<file path="src/rtl/cpu_pkg.sv">
// Shared types and defaults for the fetch front end.
package cpu_pkg;

  localparam int CPU_WIDTH = 32;

  typedef enum logic [1:0] {
    FETCH_IDLE,
    FETCH_REQ,
    FETCH_DROP
  } fetch_state_t;

endpackage

</file>
<file path="src/rtl/instr_fetch_if.sv">
// PC, instruction-memory and decoder handshakes of the fetch unit.
interface instr_fetch_if
  import cpu_pkg::*;
#(
  parameter int WIDTH = CPU_WIDTH
) ();

  logic [WIDTH-1:0] pc;
  logic             pc_valid;
  logic             pc_ready;
  logic             flush;
  logic             mem_req;
  logic [WIDTH-1:0] mem_addr;
  logic             mem_ack;
  logic [WIDTH-1:0] mem_rdata;
  logic [WIDTH-1:0] instr;
  logic [WIDTH-1:0] instr_pc;
  logic             instr_valid;
  logic             instr_ready;

  modport master (
    input  pc, pc_valid, flush, mem_ack, mem_rdata, instr_ready,
    output pc_ready, mem_req, mem_addr, instr, instr_pc, instr_valid
  );

  modport slave (
    output pc, pc_valid, flush, mem_ack, mem_rdata, instr_ready,
    input  pc_ready, mem_req, mem_addr, instr, instr_pc, instr_valid
  );

endinterface

</file>
<file path="src/rtl/instr_fetch_fifo.sv">
// Small circular buffer of {address, instruction} pairs feeding the decoder.
module fetch_fifo
  import cpu_pkg::*;
#(
  parameter int  DATA_W = 2 * CPU_WIDTH,
  parameter int  DEPTH  = 2,
  localparam int CNT_W  = $clog2(DEPTH + 1),
  localparam int PTR_W  = (DEPTH > 1) ? $clog2(DEPTH) : 1
) (
  input  logic              clk,
  input  logic              rst,
  input  logic              push_i,
  input  logic              pop_i,
  input  logic              clear_i,
  input  logic [DATA_W-1:0] wdata_i,
  output logic              full_o,
  output logic              empty_o,
  output logic [CNT_W-1:0]  count_o,
  output logic [DATA_W-1:0] head_o
);

  logic [DATA_W-1:0] mem_q [DEPTH];
  logic [PTR_W-1:0]  wptr_q, wptr_d;
  logic [PTR_W-1:0]  rptr_q, rptr_d;
  logic [CNT_W-1:0]  count_q, count_d;
  logic              do_push;
  logic              do_pop;

  assign empty_o = (count_q == '0);
  assign full_o  = (count_q == CNT_W'(DEPTH));
  assign count_o = count_q;
  assign do_push = push_i && !full_o;
  assign do_pop  = pop_i && !empty_o;

  // Power-of-two depth lets the pointers wrap by plain overflow.
  always_comb begin
    wptr_d  = wptr_q;
    rptr_d  = rptr_q;
    count_d = count_q;
    if (clear_i) begin
      wptr_d  = '0;
      rptr_d  = '0;
      count_d = '0;
    end else begin
      if (do_push) wptr_d = wptr_q + 1'b1;
      if (do_pop)  rptr_d = rptr_q + 1'b1;
      case ({do_push, do_pop})
        2'b10:   count_d = count_q + 1'b1;
        2'b01:   count_d = count_q - 1'b1;
        default: count_d = count_q;
      endcase
    end
  end

  always_ff @(posedge clk) begin
    if (!rst) begin
      wptr_q  <= '0;
      rptr_q  <= '0;
      count_q <= '0;
    end else begin
      wptr_q  <= wptr_d;
      rptr_q  <= rptr_d;
      count_q <= count_d;
    end
  end

  always_ff @(posedge clk) begin
    if (rst && do_push && !clear_i) mem_q[wptr_q] <= wdata_i;
  end

  // Storage is not reset, so an empty buffer presents zeros instead of stale words.
  assign head_o = empty_o ? '0 : mem_q[rptr_q];

endmodule

</file>
<file path="src/rtl/instr_fetch.sv">
// Fetch unit: one memory read per accepted PC, results queued in order for decode.
module instr_fetch
  import cpu_pkg::*;
#(
  parameter int WIDTH = CPU_WIDTH,
  parameter int DEPTH = 2
) (
  input logic           clk,
  input logic           rst,
  instr_fetch_if.master bus
);

  localparam int CNT_W = $clog2(DEPTH + 1);

  fetch_state_t       state_q, state_d;
  logic [WIDTH-1:0]   addr_q, addr_d;
  logic               ready;
  logic               push;
  logic               pop;
  logic               fifo_full;
  logic               fifo_empty;
  logic [CNT_W-1:0]   count;
  logic [2*WIDTH-1:0] head;

  always_comb begin
    state_d = state_q;
    addr_d  = addr_q;
    ready   = 1'b0;
    push    = 1'b0;
    case (state_q)
      FETCH_IDLE: begin
        ready = rst && !bus.flush && (count < CNT_W'(DEPTH));
        if (bus.pc_valid && ready) begin
          addr_d  = bus.pc;
          state_d = FETCH_REQ;
        end
      end
      FETCH_REQ: begin
        if (bus.mem_ack) begin
          push    = !bus.flush && !fifo_full;
          state_d = FETCH_IDLE;
        end else if (bus.flush) begin
          state_d = FETCH_DROP;
        end
      end
      // A killed read still has to finish on the memory side before the next one.
      FETCH_DROP: begin
        if (bus.mem_ack) state_d = FETCH_IDLE;
      end
      default: state_d = FETCH_IDLE;
    endcase
  end

  always_ff @(posedge clk) begin
    if (!rst) begin
      state_q <= FETCH_IDLE;
      addr_q  <= '0;
    end else begin
      state_q <= state_d;
      addr_q  <= addr_d;
    end
  end

  assign bus.pc_ready    = ready;
  assign bus.mem_req     = (state_q != FETCH_IDLE);
  assign bus.mem_addr    = addr_q;
  assign bus.instr_valid = !fifo_empty;
  assign bus.instr_pc    = head[2*WIDTH-1:WIDTH];
  assign bus.instr       = head[WIDTH-1:0];
  assign pop             = !fifo_empty && bus.instr_ready;

  fetch_fifo #(
    .DATA_W (2 * WIDTH),
    .DEPTH  (DEPTH)
  ) u_fifo (
    .clk     (clk),
    .rst     (rst),
    .push_i  (push),
    .pop_i   (pop),
    .clear_i (bus.flush),
    .wdata_i ({addr_q, bus.mem_rdata}),
    .full_o  (fifo_full),
    .empty_o (fifo_empty),
    .count_o (count),
    .head_o  (head)
  );

endmodule
</file>
<file path="src/flat_wrapper.sv">
// flat-port wrapper written by rule: the top's interface ports become plain ports
module instr_fetch_flat import cpu_pkg::*;
#(
  parameter int WIDTH = CPU_WIDTH,
  parameter int DEPTH = 2
)
  (clk, rst, bus_pc, bus_pc_valid, bus_flush, bus_mem_ack, bus_mem_rdata, bus_instr_ready, bus_pc_ready, bus_mem_req, bus_mem_addr, bus_instr, bus_instr_pc, bus_instr_valid);
  instr_fetch_if #(.WIDTH(WIDTH)) bus_i ();
  input logic clk;
  input logic rst;
  input wire logic [$bits(bus_i.pc)-1:0] bus_pc;
  input wire logic [$bits(bus_i.pc_valid)-1:0] bus_pc_valid;
  input wire logic [$bits(bus_i.flush)-1:0] bus_flush;
  input wire logic [$bits(bus_i.mem_ack)-1:0] bus_mem_ack;
  input wire logic [$bits(bus_i.mem_rdata)-1:0] bus_mem_rdata;
  input wire logic [$bits(bus_i.instr_ready)-1:0] bus_instr_ready;
  output wire logic [$bits(bus_i.pc_ready)-1:0] bus_pc_ready;
  output wire logic [$bits(bus_i.mem_req)-1:0] bus_mem_req;
  output wire logic [$bits(bus_i.mem_addr)-1:0] bus_mem_addr;
  output wire logic [$bits(bus_i.instr)-1:0] bus_instr;
  output wire logic [$bits(bus_i.instr_pc)-1:0] bus_instr_pc;
  output wire logic [$bits(bus_i.instr_valid)-1:0] bus_instr_valid;
  assign bus_i.pc = bus_pc;
  assign bus_i.pc_valid = bus_pc_valid;
  assign bus_i.flush = bus_flush;
  assign bus_i.mem_ack = bus_mem_ack;
  assign bus_i.mem_rdata = bus_mem_rdata;
  assign bus_i.instr_ready = bus_instr_ready;
  assign bus_pc_ready = bus_i.pc_ready;
  assign bus_mem_req = bus_i.mem_req;
  assign bus_mem_addr = bus_i.mem_addr;
  assign bus_instr = bus_i.instr;
  assign bus_instr_pc = bus_i.instr_pc;
  assign bus_instr_valid = bus_i.instr_valid;
  instr_fetch #(.WIDTH(WIDTH), .DEPTH(DEPTH)) u_core (.clk(clk), .rst(rst), .bus(bus_i));
endmodule
</file>
<file path="config.mk">
export PLATFORM = sky130hd
export DESIGN_NAME = instr_fetch_flat
export DESIGN_NICKNAME = d
export VERILOG_FILES = /design/src/rtl/cpu_pkg.sv /design/src/rtl/instr_fetch_if.sv /design/src/rtl/instr_fetch_fifo.sv /design/src/rtl/instr_fetch.sv /design/src/flat_wrapper.sv
export SDC_FILE = /design/constraint.sdc
export NUM_CORES = 1
export LEC_CHECK = 0
export ABC_AREA = 1
export CORE_AREA = 2 2 154 156
export DETAILED_ROUTE_END_ITERATION = 12
export DIE_AREA = 0 0 156 158
export DONT_BUFFER_PORTS = 1
export HOLD_SLACK_MARGIN = 0.06
export PLACE_DENSITY = 0.51
export SLEW_MARGIN = 20
export SYNTH_ARGS = -nofsm -noshare
export SYNTH_HDL_FRONTEND = slang
export SYNTH_SLANG_ARGS = --single-unit
export TNS_END_PERCENT = 5
</file>
<file path="constraint.sdc">
create_clock -name clk -period 7.5 [get_ports clk]
set_input_delay 1.5 -clock clk [delete_from_list [all_inputs] [get_ports clk]]
set_output_delay 1.5 -clock clk [all_outputs]
set_load 0.02 [all_outputs]
</file>
# --- Word-level counts from Yosys, hierarchy flattened ---
# Memories as Yosys holds them, arrays and structs flattened. A register that Yosys moved wholly into a read port is not among the register bits.
# Cells that the tools add are included.
word_totals:
  reg_bits: 38
  latch_bits: 0
  ramBits: 128
  rom_bits: 0
  input_bits: 70
  out_inout_bits: 99
  elab_cells: 53
  n_memories: 1
memory_table:
  columns: ["memory", "words", "word_bits", "rd", "rd_ports_with_merged_regs", "write_ports", "line_no", "rtl"]
  rows:
  - ["u_core.u_fifo.mem_q", 2, 64, 1, 1, 1, "instr_fetch_fifo.sv:22", "logic [DATA_W-1:0] mem_q [DEPTH];"]
classes:
  addsub: 4
  multipliers: 0
  div: 0
  n_lt_le_gt_ge: 1
  eq_ne: 8
  shift: 0
  mux: 14
  n_bitwise: 1
  n_reduce_logical: 19
op_table:
  columns: ["operator", "n"]
  rows:
  - ["$mux 64", 1]
  - ["$logic_and 1x1->1", 9]
  - ["$mux 2", 4]
  - ["$mux 1", 7]
  - ["$eq 2x2->1 const B", 3]
  - ["$pmux 2 s3", 1]
  - ["$eq 2x1->1 const B", 2]
  - ["$logic_not 2->1", 2]
  - ["$pmux 2 s2", 1]
  - ["$reduce_bool 2->1", 2]
  - ["$logic_not 1->1", 3]
  - ["$ne 3x3->1 const B", 1]
  - ["$reduce_and 3->1", 1]
  - ["$add 1x1->1 const B", 2]
  - ["$add 2x1->2 const B", 1]
  - ["$lt 2x2->1 const B", 1]
  - ["$ne 2x1->1 const B", 1]
  - ["$ne 2x2->1 const B", 1]
  - ["$reduce_and 2->1", 1]
  - ["$reduce_or 2->1", 1]
  - ["$sub 2x1->2 const B", 1]
  - ["$not 1->1", 1]

# --- Longest topological paths before layout ---
# Gate-level depths: netlist of the first run.
logic_depth:
  word_depth: 10
  mapped_depth: 10
  ltp_nobuf: 10

# --- Cells and area by module ---
# A second synthesis of the first run with hierarchy kept.
hier_totals:
  hier_cells: 613
  hier_area_um2: 6804.0
modules_own_cells:
  columns: ["module", "instances", "cells_per_inst", "area_each_um2", "seq_area_each_um2"]
  rows:
  - ["fetch_fifo", 1, 380, 5248.8, 3943.8]
  - ["instr_fetch", 1, 233, 1555.2, 680.7]

# --- Least setup slack after synthesis of the first run ---
# OpenSTA, ideal clock, no wires.
synth_path:
  kind: "in2reg"
  startpoint: "input rst"
  endpoint: "memory u_core.u_fifo.mem_q[0][0] (netlist bit), enable pin"
  setup_time_ns: 0.565
  t_arrival_ns: 6.094
  required_ns: 6.935
  setup_slack_ns: 0.841
  cell_stages: 3
  n_path_buf: 1
  cell_sequence: "buf_4 inv_2 nor3_1"
synth_via:
  elab_chain_len: 4
synth_lines:
  columns: ["element", "line_no", "rtl"]
  rows:
  - ["start: declaration", "flat_wrapper.sv:10", "input logic rst;"]
  - ["$logic_and 1x1->1 (2 in series)", "instr_fetch_fifo.sv:68", "if (rst && do_push && !clear_i) mem_q[wptr_q] <= wdata_i;"]
  - ["$mux 1", "instr_fetch_fifo.sv:68", null]
  - ["$mux 1 (implied by the code)", "instr_fetch_fifo.sv:68", null]
  - ["end: declaration", "instr_fetch_fifo.sv:22", null]
# Every way passes these cells.

# --- Worst setup path after layout of the first run ---
layout_path:
  startpoint: "register u_core.state_q[0]"
  endpoint: "output bus_pc_ready"
layout_via:
  elab_chain_len: 2
layout_lines:
  columns: ["element", "line_no", "rtl"]
  rows:
  - ["start: declaration", "instr_fetch.sv:15", "fetch_state_t state_q, state_d;"]
  - ["start signal: assignment", "instr_fetch.sv:59", "state_q <= state_d;"]
  - ["$logic_not 2->1", "instr_fetch.sv:30", "case (state_q)"]
  - ["$mux 1", "instr_fetch.sv:30", null]
  - ["end: declaration", "flat_wrapper.sv:17", "output wire logic [$bits(bus_i.pc_ready)-1:0] bus_pc_ready;"]
# Every way passes these cells.

==> results of run 1 <==
-- worst max-delay path, stage by stage (launching register included) --
cell and delay [ns]:
dfxtp_1 0.34, nor2_4 0.69, inv_1 0.31, nor3_1 0.56
-- how the worst max path moves through the flow --
stage,startpoint,to,slack [ns],cells after the start
final,u_core.state_q[0],bus_pc_ready,3.68,3
after global routing,u_core.state_q[1],bus_pc_ready,3.51,3
after CTS,flop,bus_instr_pc[17],3.60,4
after detailed placement,bus_flush,bus_pc_ready,3.88,3
after global placement,bus_flush,bus_pc_ready,3.87,3
after floorplan,rst,u_core.u_fifo.mem_q[0][0],0.84,3
-- metal layers --
metal,global-route usage,vias up,wire length [um]
met2,0.2105,117,7595
met4,0.04806,0,322
met1,0.1597,1973,7108
met3,0.04572,16,1034
met5,0,-,0
li1,-,2138,-
-- layout make-up --
| type | instances | area [um2] | share of cell area |
|---|---|---|---|
| Clock inverter | 15 | 110.1 | 0.01453 |
| Sequential cell | 167 | 4626 | 0.6106 |
| Tap cell | 290 | 362.8 | 0.04789 |
| Multi-Input combinational cell | 359 | 1602 | 0.2114 |
| Clock buffer | 17 | 425.4 | 0.05615 |
| Timing Repair Buffer | 7 | 52.55 | 0.006936 |
| Inverter | 106 | 397.9 | 0.05252 |
-- through the flow --
stage,utilization,cells
after CTS,0.3286,961
final,0.3286,961
after floorplan,-,669
after detailed placement,0.3054,929
after global placement,0.3054,929
after global routing,0.3286,961
-- logic make-up (layout without fill, tap and decap cells) --
group / Yosys count / after routing
AO/OA/AOI/OAI: 73 / 73
adder cells (fa/ha/maj): 1 / 1
buffers and inverters: 143 / 145
flip-flops: 167 / 167
AND/OR/NAND/NOR: 285 / 285
-- layout by cell type (no fill, tap or decap), types with 4 or more instances in the layout --
master / synthesis / layout
buf_4: 1 / 7
nand4_1: 33 / 33
clkinv_1: 0 / 4
clkinv_2: 0 / 5
a21oi_1: 69 / 69
inv_2: 4 / 4
dfxtp_1: 39 / 38
inv_1: 102 / 102
nand2_1: 201 / 201
clkbuf_16: 0 / 17
nor2_1: 43 / 41
edfxtp_1: 128 / 128
-- sequential cells by signal (all words and copies together), names as in the netlist, named ones only --
| signal | cells |
|---|---|
| u_core.u_fifo.rptr_q | 1 |
| u_core.state_q | 2 |
| u_core.u_fifo.mem_q | 128 |
| u_core.bus.mem_addr | 32 |
| u_core.u_fifo.wptr_q | 1 |
| u_core.u_fifo.count_o | 2 |
-- power groups by stage --
stage               sequential (mW)  combinational, mW  clock [mW]
finish                         1.03             0.0490       0.811
detailed placement             1.05             0.0499           0
global route                   1.03             0.0579       0.877
floorplan                      1.04             0.0476           0
CTS                            1.03             0.0502       0.838
global placement               1.05             0.0497           0
==> summary.md, run 1 <==
| Metric | Value |
|---|---|
| Largest family of logic cells by synthesized area | simple AND/OR/NAND/NOR gates |
| Hold_sp | u_core.u_fifo.rptr_q |
| Switching part of the total power | 0.2205 |
| Type of the worst min-delay path | flop to flop |
| Final instance area | 7576 um2 |
| Maximum net fanout on the critical path | 34 |
| Sequential Power Share | 0.545 |
| Post-Synth Simple-Gate Area | 0.1770 |
| Port bufs | 0 |
| Global-route wire length before repair | 23.79 mm |
| Worst r2r dst | u_core.u_fifo.count_o[1] |
| DRC Markers | 0 |
| Post-Syn Nets | 740 |
| HPWL Detailed | 9.602 mm |
| Crit. End Element | primary output |
| Tmin final | 3.817 ns |
| Area leader, netlist | edfxtp_1 |
| R2R depth | 8 |
| Clock slew at reported path FFs | 0.07 ns |
| Area share of the largest cell type after synthesis | 0.5665 |
| Power Density | 249.4 nW/um2 |
| Mean Syn Cell Area | 10.14 um2 |
| Post-synth EDFFs | 128 |
| Clk_lat worst skew | 0.41 ns |
| Antenna cell count | 0 |
| P_sw | 416.6 uW |
| WP data required | 6.00 ns |
| Final hold slack | 0.4604 ns |
| DRT Pass-1 Iters | 5 |
| Worst vdd ir | 0.0001215 V |
| Fin. Hold Viols | 0 |
| XOR/XNOR share of the synthesized area | 0 |
| Syn-to-layout area delta | 11.65% |
| Setup ws final | 3.683 ns |
| Synthesis Warnings | 0 |
| # Post-CTS Setup Buffers | 0 |
| Fraction of registers with async set/reset | 0 |
| GPL Wtd Cong | 0.7552 |
| Initial antenna violation count | 0 |
| Total of max-cap violations | 0 |
| Relative slew slack | 0.3531 |
| Total GRT Usage | 0.1297 |
| IO Pins | 169 |
| Pins Over Slew Limit | 0 |
| Via count | 4244 |
| Final setup TNS | 0 ns |
| Hold-critical path depth | 1 |
| Die extent in y | 158 um |
| Largest net degree at the start of global routing | 67 |
| Final Skew | 0.007855 ns |
| Vias in the first global route | 3990 |
| Int Power | 1.473 mW |
| Synthesized cell area | 6785 um2 |
| Drt first-iter violations | 185 |
| Synth Register Bits | 167 |
| Setup WS pre-CTS | 3.884 ns |
| Synth Area in Adders | 0.001844 |
| Gate count of the mapped netlist | 669 |
| Gates resized, CTS repair | 0 |
| Die W | 156 um |
| Hold Buf Count CTS | 0 |
| Wirelength, routed | 16.06 mm |
| Setup violators final | 0 |
| CP arrival | 2.32 ns |
| NumNets Final | 729 |
| LEAKAGE | 2.946 nW |
| Reg2Reg Launch Point | u_core.u_fifo.count_o[1] |
| Post-synthesis compound-gate area fraction | 0.05421 |
| Worst-Margin Slew | 0.9703 ns |
| Gate power share | 0.026 |
| Root buf cell | clkbuf_16 |
| Final worst path period share | 0.5089 |
| Fillers | 2359 |
| Post-synthesis sequential area ratio | 0.6815 |
| Core Area | 23050 um2 |
| Final ANT Viol Nets | 0 |
| Clock share of power | 0.429 |
| RSZ-0062 raised after global routing | no |
| CTS H-tree depth | 4 |
| Pwr Total | 1.889 mW |
| Ranking of synthesized cells by area | edfxtp_1, dfxtp_1, nand2_1 |
| Status | finished clean |
| Count leader, synth | nand2_1 |
| CP Class | flop to primary output |
| Vias/cell | 4.416 |
| CTS Buf Count | 17 |
| CTS tree | done |
| Num rows | 56 |
| Commonest cells post-synth | nand2_1, edfxtp_1, inv_1 |
| DP Area | 7041 um2 |
| Synth unique cells | 22 |
| Multiplexer area fraction after synthesis | 0 |
| Die area | 24650 um2 |
| Worst reg2reg setup slack | 5.32 ns |
| Fmax | 0.2620 GHz |
| Grt ovf | 0 |
| Initial Util | 0.2943 |
| Layout cells sized above 1 | 0.07004 |
| Clock Path Buffers | 2 |
| CTS sink cnt | 167 |
| Top FF cell, synth | edfxtp_1 |
| Wire per inst | 16.71 um |
| Startpoint Class | flop |
Power figures use the tool's default switching activity.
==> inputs of run 2 (changes only) <==
==> constraint.sdc (replaced) <==
create_clock -name clk -period 3.8 [get_ports clk]
set_input_delay 0.76 -clock clk [delete_from_list [all_inputs] [get_ports clk]]
set_output_delay 0.76 -clock clk [all_outputs]
set_load 0.02 [all_outputs]
==> summary.md, run 2 (same netlist as run 1, synthesis figures left out) <==
| Metric | Value |
|---|---|
| Status | finished clean |
| Relative slew slack | 0.5463 (+0.1932) |
| Drt first-iter violations | 287 (+55%) |
| Wirelength, routed | 16.92 mm (+5.4%) |
| Setup ws final | 0.7444 ns (-2.939 ns) |
| Initial Util | 0.2943 (unchanged) |
| Clock Path Buffers | 2 (unchanged) |
| WP data required | 3.04 ns (-2.96 ns) |
| Final Instance Count excl. Fillers | 965 (+0.42%) |
| HPWL Detailed | 10.57 mm (+10%) |
| Total GRT Usage | 0.1372 (+0.007584) |
| # Post-CTS Setup Buffers | 0 (unchanged) |
| Via count | 4331 (+2.0%) |
| Root buf cell | clkbuf_16 |
| Total of max-cap violations | 0 (unchanged) |
| Grt ovf | 0 (unchanged) |
| Clk_lat worst skew | 0.42 ns (about the same) |
| Setup violators final | 0 (unchanged) |
| Commonest non-fill, non-tap cell in the layout | nand2_1 |
| Syn-to-layout area delta | 13.83% |
| CP Class | flop to primary output |
| Pins Over Slew Limit | 0 (unchanged) |
| Placed insts | 933 (+0.43%) |
| Final Skew | 0.01158 ns (+0.003723 ns) |
| CTS H-tree depth | 4 (unchanged) |
| Wire per inst | 17.54 um (+4.9%) |
| Most frequent cells in the layout | nand2_1, edfxtp_1, inv_1, a21oi_1, nor2_1 |
| LEAKAGE | 3.021 nW (+2.5%) |
| Die area | 24650 um2 (unchanged) |
| Core Area | 23050 um2 (unchanged) |
| Initial antenna violation count | 0 (unchanged) |
| Worst vdd ir | 0.0002805 V (+130%) |
| Final worst path period share | 0.8041 |
| CP arrival | 2.30 ns (-0.02 ns) |
| GPL Wtd Cong | 0.7072 (-6.4%) |
| Startpoint Class | flop |
| NumNets Final | 733 (+0.55%) |
| Num rows | 56 (unchanged) |
| Layout cells sized above 1 | 0.07704 (+0.006992) |
| Vias/cell | 4.488 (+1.6%) |
| Type of the worst min-delay path | primary input to flop |
| Die extent in y | 158 um (unchanged) |
| Power Density | 502.7 nW/um2 (+100%) |
| CTS Buf Count | 17 (unchanged) |
| Worst-Margin Slew | 0.6798 ns (-0.2905 ns) |
| Fmax | 0.3273 GHz |
| Gates resized, CTS repair | 0 (unchanged) |
| Vias in the first global route | 4156 (+4.2%) |
| CTS sink cnt | 167 (unchanged) |
| Top reg by flops | u_core.u_fifo.mem_q |
| Tmin final | 3.056 ns |
| Largest net degree at the start of global routing | 66 (-1.5%) |
| Max reg flops | 128 (unchanged) |
| Global-route wire length before repair | 24.87 mm (+4.5%) |
| Final setup TNS | 0 ns (unchanged) |
| CTS tree | done |
| Die W | 156 um (unchanged) |
| Setup WS pre-CTS | 1.108 ns (-2.776 ns) |
| Maximum net fanout on the critical path | 38 (+12%) |
| Port bufs | 0 (unchanged) |
| IO Pins | 169 (unchanged) |
| Crit. End Element | primary output |
| DRC Markers | 0 (unchanged) |
| RSZ-0062 raised after global routing | no |
| Fin. Hold Viols | 0 (unchanged) |
| DRT Pass-1 Iters | 4 (-1) |
| Final ANT Viol Nets | 0 (unchanged) |
| Antenna cell count | 0 (unchanged) |
| Clock slew at reported path FFs | 0.06 ns (about the same) |
| Hold Buf Count CTS | 0 (unchanged) |
[run 2: stage by stage]
stage / util / area, um2 / power (mW) / hold WS (ns)
2_1_floorplan: - / 6799 / 2.155 / 0.4255
4_1_cts: 0.3351 / 7724 / 3.939 / 0.3940
5_1_grt: 0.3351 / 7724 / 4.032 / 0.3929
3_3_place_gp: 0.3086 / 7114 / 2.176 / 0.4386
3_5_place_dp: 0.3086 / 7114 / 2.177 / 0.4423
6_report: 0.3351 / 7724 / 3.883 / 0.4191
[run 2: critical path, cell delays in order (launching register included)]
cell	delay [ns]
dfxtp_2	0.48
inv_2	0.57
buf_12	0.29
nand2_1	0.08
a21oi_1	0.41
[run 2: layout make-up]
cell class              count  area [um2]
fillers                  2324       15330
flip-flops and latches    167        4626
multi-input cells         359        1608
clock buffers              25       528.0
inverters                 106       397.9
well taps                 290       362.8
repair buffers             11       120.1
clock inverters             7       81.33
[run 2: layer usage]
layer,wire length [um],vias up,part of all wire,GRT usage
met5,0,-,0,0
met4,263,0,0.016,0.04806
met3,1205,16,0.071,0.04243
met2,7718,142,0.46,0.2158
met1,7734,2020,0.46,0.1798
li1,-,2153,-,-
[run 2: path summary, 6_finish.rpt]
| path | from | end | slack (ns) | depth (start not counted) |
|---|---|---|---|---|
| setup reg to reg | u_core.state_q[0] | u_core.u_fifo.mem_q[1][48] | 1.71 | 5 |
| setup / recovery | flop | bus_instr_pc[19] | 0.74 | 4 |
| hold reg to reg | u_core.u_fifo.rptr_q | u_core.u_fifo.rptr_q | 0.46 | 1 |
| hold / removal | bus_mem_ack | u_core.state_q[1] | 0.42 | 1 |
[run 2: power breakdown]
part	total (mW)	internal [mW]	switching, mW
Combinational	0.101	0.0340	0.0669
Clock	1.75	1.04	0.704
Sequential	2.03	1.98	0.0499
==> inputs of run 3 (changes only) <==
--- a/config.mk
+++ b/config.mk
@@ -11,7 +11,7 @@
 export DIE_AREA = 0 0 156 158
 export DONT_BUFFER_PORTS = 1
 export HOLD_SLACK_MARGIN = 0.06
-export PLACE_DENSITY = 0.51
+export PLACE_DENSITY = 0.53
 export SLEW_MARGIN = 20
 export SYNTH_ARGS = -nofsm -noshare
 export SYNTH_HDL_FRONTEND = slang
==> constraint.sdc (replaced) <==
create_clock -name clk -period 2.7 [get_ports clk]
set_input_delay 0.54 -clock clk [delete_from_list [all_inputs] [get_ports clk]]
set_output_delay 0.54 -clock clk [all_outputs]
set_load 0.02 [all_outputs]
==> summary.md, run 3 (same netlist as run 1, synthesis figures left out) <==
| Metric | Value |
|---|---|
| Final setup TNS | 0 ns (unchanged) |
| R2R depth | 5 (unchanged) |
| Type of the worst min-delay path | primary input to flop |
| CTS Buf Count | 17 (unchanged) |
| Setup ws final | 0.2365 ns (-0.5079 ns) |
| Final Skew | 0.01010 ns (-0.001481 ns) |
| Final instance area | 8200 um2 (+6.2%) |
| Die extent in y | 158 um (unchanged) |
| CP Class | flop to primary output |
| DP Area | 7620 um2 (+7.1%) |
| Hold-critical path depth | 1 (unchanged) |
| Maximum net fanout on the critical path | 64 (+68%) |
| Crit. End Element | primary output |
| IO Pins | 169 (unchanged) |
| Final worst path period share | 0.9124 |
| Hold Buf Count CTS | 0 (unchanged) |
| Fmax | 0.4059 GHz |
| CTS sink cnt | 167 (unchanged) |
| Vias in the first global route | 4381 (+5.4%) |
| Reg2Reg Launch Point | u_core.state_q[0] |
| Die area | 24650 um2 (unchanged) |
| Gates resized, CTS repair | 0 (unchanged) |
| Setup violators final | 0 (unchanged) |
| Clock share of power | 0.441 (-0.009) |
| Vias/cell | 4.403 (-1.9%) |
| Int Power | 4.212 mW (+38%) |
| Clk_lat worst skew | 0.42 ns (about the same) |
| DRC Markers | 0 (unchanged) |
| Total of max-cap violations | 0 (unchanged) |
| Relative slew slack | 0.4922 (-0.05407) |
| Pwr Total | 5.384 mW (+39%) |
| CTS H-tree depth | 4 (unchanged) |
| Port bufs | 0 (unchanged) |
| Power Density | 656.5 nW/um2 (+31%) |
| Wire per inst | 15.92 um (-9.2%) |
| Wirelength, routed | 16.43 mm (-2.9%) |
| DRT Pass-1 Iters | 6 (+2) |
| Switching part of the total power | 0.2176 (+0.006265) |
| Antenna cell count | 0 (unchanged) |
| CTS tree | done |
| Grt ovf | 0 (unchanged) |
| GPL Wtd Cong | 0.7539 (+6.6%) |
| Gate power share | 0.027 (about the same) |
| HPWL Detailed | 10.48 mm (-0.79%) |
| Max reg flops | 128 (unchanged) |
| Worst reg2reg setup slack | 0.79 ns (-0.92 ns) |
| WP data required | 2.16 ns (-0.88 ns) |
| Worst vdd ir | 0.0003425 V (+22%) |
| # Post-CTS Setup Buffers | 0 (unchanged) |
| Pins Over Slew Limit | 0 (unchanged) |
| Sequential Power Share | 0.532 (+0.008) |
| Worst-Margin Slew | 0.7616 ns (+0.08184 ns) |
| Global-route wire length before repair | 25.00 mm (+0.53%) |
| Root buf cell | clkbuf_16 |
| Layout cells sized above 1 | 0.1644 (+0.08738) |
| RSZ-0062 raised after global routing | no |
| Setup WS pre-CTS | 0.6134 ns (-0.4950 ns) |
| Top reg by flops | u_core.u_fifo.mem_q |
| Core Area | 23050 um2 (unchanged) |
| Num rows | 56 (unchanged) |
| CP arrival | 1.92 ns (-0.38 ns) |
| Final Instance Count excl. Fillers | 1032 (+6.9%) |
| NumNets Final | 800 (+9.1%) |
| Initial Util | 0.2943 (unchanged) |
| Die W | 156 um (unchanged) |
| Initial antenna violation count | 0 (unchanged) |
| Syn-to-layout area delta | 20.86% |
| Clock Path Buffers | 2 (unchanged) |
| Fin. Hold Viols | 0 (unchanged) |
| Startpoint Class | flop |
| Worst r2r dst | u_core.u_fifo.mem_q[0][27] |
| LEAKAGE | 3.365 nW (+11%) |
| Drt first-iter violations | 238 (-17%) |
| Most frequent cells in the layout | nand2_1, edfxtp_1, inv_1, buf_4, a21oi_1 |
| Status | finished clean |
| P_sw | 1.172 mW (+43%) |
| Worst setup path endpoint | bus_instr_pc[16] |
| Final ANT Viol Nets | 0 (unchanged) |
| Total GRT Usage | 0.1346 (-0.002648) |
| Commonest non-fill, non-tap cell in the layout | nand2_1 |
| Largest net degree at the start of global routing | 65 (-1.5%) |
| Placed insts | 1000 (+7.2%) |
| Clock slew at reported path FFs | 0.07 ns (about the same) |
| Tmin final | 2.464 ns |
| Via count | 4544 (+4.9%) |
-- run 3: changes by cell type in the layout (fill, tap and decap cells not counted), moves of 2 or more --
cell / change
buf_4: +68
clkbuf_1: -2
clkbuf_8: +2
clkinv_4: -2
inv_4: +2
inv_6: +2
-- run 3: area by class of cell --
type / instances / area [um2]
clock buffer: 24 / 523.0
clock inverter: 8 / 57.56
fill: 2339 / 14850
inverter: 106 / 400.4
multi-input combinational: 359 / 1620
sequential: 167 / 4626
tap: 290 / 362.8
timing repair buffer: 78 / 610.6
-- run 3: routing by layer --
metal  vias up  GRT usage  routed length (um)
li1       2288          -                   -
met1      2106     0.1624                7247
met2       135     0.2210                7607
met3        15    0.05283                1339
met4         0    0.04456                 236
met5         -          0                   0
-- run 3: how the worst min path moves through the flow --
stage	end	from	slack [ns]
after global placement	u_core.u_fifo.rptr_q	u_core.u_fifo.rptr_q	0.44
after floorplan	flop	u_core.u_fifo.rptr_q	0.43
after detailed placement	flop	u_core.u_fifo.rptr_q	0.44
after CTS	u_core.state_q[1]	bus_mem_ack	0.17
final	u_core.state_q[1]	bus_mem_ack	0.19
after global routing	u_core.state_q[1]	bus_mem_ack	0.17
-- run 3: power by group through the flow --
stage                     Sequential [mW]  Combinational [mW]  Clock, mW
final                                2.86               0.148       2.37
after global routing                 2.87               0.174       2.55
after floorplan                      2.90               0.134          0
after global placement               2.92               0.149          0
after detailed placement             2.92               0.149          0
after CTS                            2.86               0.150       2.44
-- run 3: through the flow --
step                  util  hold slack (ns)
floorplan                -           0.4255
global placement    0.3305           0.4356
detailed placement  0.3305           0.4396
CTS                 0.3557           0.1697
global route        0.3557           0.1712
finish              0.3557           0.1931
-- run 3: worst max-delay path, cell delays in order, from the launching register on --
cell and delay (ns):
dfxtp_2 0.33, buf_4 0.61, nand2_1 0.10, a21oi_1 0.27, buf_4 0.19
